**src/rtl/iq_upsample.sv**
```systemverilog
// iq_upsample: symbol FIFO feeding an OSR-times upsampler
// (hold or zero-stuff) for the BPSK transmit path.
module iq_upsample #(
  parameter int OSR    = 4,
  parameter int DEPTH  = 8,
  parameter int PRIME  = 2,
  parameter int ZSTUFF = 0
) (
  input  logic                    CLK,
  input  logic                    RST,
  input  logic                    valid_x,
  input  logic signed [10:0]      xr,
  input  logic signed [10:0]      xi,
  input  logic                    tick_i,
  input  logic                    clr_i,
  output logic signed [10:0]      yr,
  output logic signed [10:0]      yi,
  output logic                    valid_y,
  output logic [$clog2(DEPTH):0]  level,
  output logic                    full,
  output logic                    running,
  output logic                    overflow,
  output logic                    underrun
);
  localparam int AW = $clog2(DEPTH);
  localparam int LW = AW + 1;
  localparam int PW = (OSR > 1) ? $clog2(OSR) : 1;
  localparam logic [LW-1:0] L_MAX   = LW'(DEPTH);
  localparam logic [LW-1:0] L_PRIME = LW'(PRIME);
  localparam logic [PW-1:0] PH_LAST = PW'(OSR - 1);

  typedef enum logic {IDLE, RUN} state_t;

  state_t             state;
  logic [21:0]        mem [DEPTH];
  logic [AW-1:0]      wr_ptr;
  logic [AW-1:0]      rd_ptr;
  logic [PW-1:0]      phase;
  logic [PW-1:0]      ph_next;
  logic signed [10:0] cur_r;
  logic signed [10:0] cur_i;
  logic [21:0]        head;
  logic               start;
  logic               sym_due;
  logic               pop;
  logic               push;
  logic               ov_set;
  logic               un_set;

  assign head    = mem[rd_ptr];
  assign full    = (level == L_MAX);
  assign running = (state == RUN);
  assign ph_next = (phase == PH_LAST) ? '0 : phase + PW'(1);

  // A symbol boundary in RUN either pops the next symbol or starves.
  assign start   = tick_i && (state == IDLE) && (level >= L_PRIME);
  assign sym_due = tick_i && (state == RUN) && (phase == '0);
  assign pop     = start || (sym_due && (level != '0));
  assign un_set  = sym_due && (level == '0);
  assign push    = valid_x && (!full || pop);
  assign ov_set  = valid_x && full && !pop;

  always_ff @(posedge CLK or negedge RST) begin
    if (!RST) begin
      state    <= IDLE;
      phase    <= '0;
      wr_ptr   <= '0;
      rd_ptr   <= '0;
      level    <= '0;
      cur_r    <= '0;
      cur_i    <= '0;
      yr       <= '0;
      yi       <= '0;
      valid_y  <= 1'b0;
      overflow <= 1'b0;
      underrun <= 1'b0;
    end else begin
      valid_y <= tick_i;
      if (push) wr_ptr <= wr_ptr + AW'(1);
      if (pop)  rd_ptr <= rd_ptr + AW'(1);
      if (push && !pop)
        level <= level + LW'(1);
      else if (pop && !push)
        level <= level - LW'(1);
      if (pop) begin
        state <= RUN;
        phase <= ph_next;
        cur_r <= head[21:11];
        cur_i <= head[10:0];
        yr    <= head[21:11];
        yi    <= head[10:0];
      end else if (tick_i) begin
        if (state == RUN && phase != '0) begin
          phase <= ph_next;
          yr    <= (ZSTUFF != 0) ? '0 : cur_r;
          yi    <= (ZSTUFF != 0) ? '0 : cur_i;
        end else begin
          state <= IDLE;
          phase <= '0;
          yr    <= '0;
          yi    <= '0;
        end
      end
      if (ov_set)     overflow <= 1'b1;
      else if (clr_i) overflow <= 1'b0;
      if (un_set)     underrun <= 1'b1;
      else if (clr_i) underrun <= 1'b0;
    end
  end

  always_ff @(posedge CLK) begin
    if (push) mem[wr_ptr] <= {xr, xi};
  end

endmodule

```
**config.mk**
```make
export PLATFORM = sky130hd
export DESIGN_NAME = iq_upsample
export DESIGN_NICKNAME = d
export VERILOG_FILES = /design/src/rtl/iq_upsample.sv
export SDC_FILE = /design/constraint.sdc
export NUM_CORES = 1
export LEC_CHECK = 0
export CORE_MARGIN = 4
export CORE_UTILIZATION = 40
export DETAILED_ROUTE_END_ITERATION = 6
export PLACE_DENSITY = 0.64
export SYNTH_ARGS = -nofsm -noshare
export SYNTH_HDL_FRONTEND = slang
export SYNTH_SLANG_ARGS = --single-unit
```
**constraint.sdc**
```tcl
create_clock -name CLK -period 10.1 [get_ports CLK]
set_clock_uncertainty 0.2 [all_clocks]
set_input_delay 1.515 -clock CLK [delete_from_list [all_inputs] [get_ports CLK]]
set_output_delay 1.515 -clock CLK [all_outputs]
set_load 0.03 [all_outputs]
```
==> results.json <==
{
  "cp_slowest_cell": "clkdlybuf4s50_1",
  "grt_pass1_vias": 4714,
  "io_pins": 58,
  "track_usage_pct": 13.5,
  "startpoint_type": "primary input",
  "cp.required_ns": 10.28,
  "final.min_clock_period_ns": 4.29,
  "timing.slew.headroom_pct": 39.0,
  "final_antenna_net_count": 0,
  "timing.final.crit_share_pct": 42.5,
  "insertedDiodeCount": 0,
  "grt_max_degree": 61,
  "worst-setup-path-type": "primary input to flip-flop",
  "overflow": 0,
  "avgViaCountPerCell": 5.37,
  "root_buffer": "clkbuf_16",
  "drv_slew": 0,
  "vias": 4475,
  "cts_buffers": 24,
  "yosysSeqAreaShare_pct": 74.6,
  "mostFrequentLayoutCells": "edfxtp_1, dfrtp_1, clkdlybuf4s50_1",
  "htreeDepth": 1,
  "end_kind": "flip-flop",
  "nets": 571,
  "yosys_register_bits": 236,
  "final.setup.tns_ns": 0,
  "clk_latency_ns": 0.51,
  "die_w_um": 159,
  "crit_chain": "clkdlybuf4s50_1 -> inv_2 -> o21ai_1 -> nand2_1 -> inv_1 -> ha_1 -> inv_1 -> ha_1 -> a21o_1 -> a2111oi_0 -> o31ai_1",
  "drtIter0Drc": 299,
  "core_area_um2": 22100,
  "path_delay_family": "buffers and inverters",
  "dpl.hpwl_mm": 10.0,
  "hold_buffers": 0,
  "die_area_um2": 25200,
  "io_buffers": 57,
  "cp_max_fo": 25,
  "stdcell_area_um2": 10800,
  "cts.sinks": 236,
  "power_density_nw_per_um2": 311,
  "rows": 54,
  "cts.repair.resized": 0,
  "initial_core_util_pct": 41.2,
  "total_leakage_power_uw": 0.00392,
  "drcViolationCount": 0,
  "rsz0062_at_grt": "false",
  "cap_viol_max_count": 0,
  "syn2layout_area_growth_pct": 19.0,
  "synth_fp_nets": 500,
  "setup_viol": 0,
  "place_congestion": 0.744,
  "hp-class": "flip-flop to flip-flop",
  "cts_setup_buffers": 0,
  "place_ws_ns": 5.32,
  "max-vdd-ir-drop_mv": 0.117,
  "status": "complete, no violations",
  "clk_pin_slew_ns": 0.06,
  "wire_per_inst_um": 20.4,
  "synth.distinct_cells": 36,
  "postPlaceCellArea_um2": 10000,
  "cts_tree": "done",
  "fmax_ghz": 0.233,
  "async_flop_share_pct": 25.4,
  "syn-cell-area_um2": 9100,
  "ys.flop_type": "edfxtp_1",
  "final_common_cell": "edfxtp_1",
  "final_layout_size_suffix_gt1_share_pct": 19.5,
  "syn_inst": 465,
  "grt_pass1_wl_mm": 27.3,
  "synth-edff-count": 176,
  "antenna_found_initial": 1,
  "hold_viol": 0,
  "worst_slew_pin_slew_ns": 0.916,
  "finalWorstSetupSlack_ns": 5.81,
  "totalWireLength_mm": 17.0,
  "crit_buf_inv": 4,
  "syn_avg_cell_area_um2": 19.6,
  "slowest_delay_ns": 0.55,
  "dr.pass1.iters": 5,
  "clk_path_buf_depth": 3,
  "dieHeight_um": 159,
  "arrival_ns": 4.47,
  "yosysWarnings": 0
}
==> Yosys cell counts, types with 5 or more instances <==
| master | number | area [um2] |
|---|---|---|
| mux2i_1 | 23 | 230 |
| a221o_1 | 22 | 220 |
| ha_1 | 7 | 87.6 |
| dfrtp_1 | 60 | 1500 |
| edfxtp_1 | 176 | 5290 |
| a21o_1 | 23 | 173 |
| nand2_1 | 9 | 33.8 |
| nor2_1 | 26 | 97.6 |
| xnor2_1 | 5 | 43.8 |
| clkbuf_1 | 11 | 41.3 |
| mux4_2 | 44 | 991 |
| buf_6 | 5 | 56.3 |
| nor3_1 | 7 | 35.0 |
| inv_1 | 7 | 26.3 |
==> logic make-up after synthesis <==
kind of cell	Yosys count	share of synthesized area, %
flops	236	74.6
mux	70	13.8
compound gates	57	5.13
simple gates	56	2.87
buf+inv	32	1.90
fa+ha+maj	8	1.18
xor+xnor	6	0.577
==> path summary, 6_finish.rpt <==
kind,to,startpoint,cells past startpoint,slack (ns)
max reg2reg,level[3]$_DFFE_PN0P_,level[0]$_DFFE_PN0P_,10,6.80
max,level[3]$_DFFE_PN0P_,tick_i,11,5.81
min,cur_r[3]$_DFFE_PN0P_,cur_r[3]$_DFFE_PN0P_,1,0.28
max in group asynchronous,rd_ptr[0]$_DFFE_PN0P_,RST,2,8.20
min reg2reg,cur_r[3]$_DFFE_PN0P_,cur_r[3]$_DFFE_PN0P_,1,0.28
min in group asynchronous,level[1]$_DFFE_PN0P_,RST,2,0.95
==> stage by stage <==
| step | hold WS, ns | instances | power, uW | util (%) |
|---|---|---|---|---|
| 2_1_floorplan | 0.251 | 465 | 2160 | - |
| 3_3_place_gp | 0.259 | 790 | 2460 | 45.3 |
| 3_5_place_dp | 0.267 | 790 | 2500 | 45.3 |
| 4_1_cts | 0.281 | 834 | 3410 | 49.0 |
| 5_1_grt | 0.286 | 834 | 3560 | 49.0 |
| 6_report | 0.275 | 834 | 3370 | 49.0 |
==> layout make-up <==
class / count / area, um2
clock buffers: 33 / 696
flip-flops and latches: 236 / 6790
multi-input cells: 197 / 2180
repair buffers: 69 / 656
inverters: 8 / 30.0
clock inverters: 11 / 134
well taps: 280 / 350
fillers: 1810 / 11300
==> registers in the layout, summed over array words and instances, names as in the netlist <==
register / cells
cur_r: 11
cur_i: 11
rd_ptr: 3
yi: 11
valid_y: 1
underrun: 1
level: 4
overflow: 1
running: 1
phase: 2
yr: 11
mem: 176
wr_ptr: 3
==> where the power goes <==
part	internal, uW	total, uW	switching [uW]
sequential	1270	1410	135
combinational	494	1060	565
clock	558	906	348
==> worst reg2reg max path: cells and delay by family (launching register included) <==
family          cells  cell delay, ns
compound gates      4            0.94
fa+ha+maj           2            0.51
buf+inv             2            0.25
flops               1            0.49
simple gates        2            0.80
==> layer usage <==
metal / up-vias / GRT usage, % / wire length [um]
met4: 2 / 3.00 / 312
met2: 100 / 22.0 / 8100
li1: 2008 / - / -
met5: - / 0 / 11
met3: 29 / 2.64 / 828
met1: 2336 / 19.3 / 7790
Note: power is estimated with default switching activity, not from simulation.
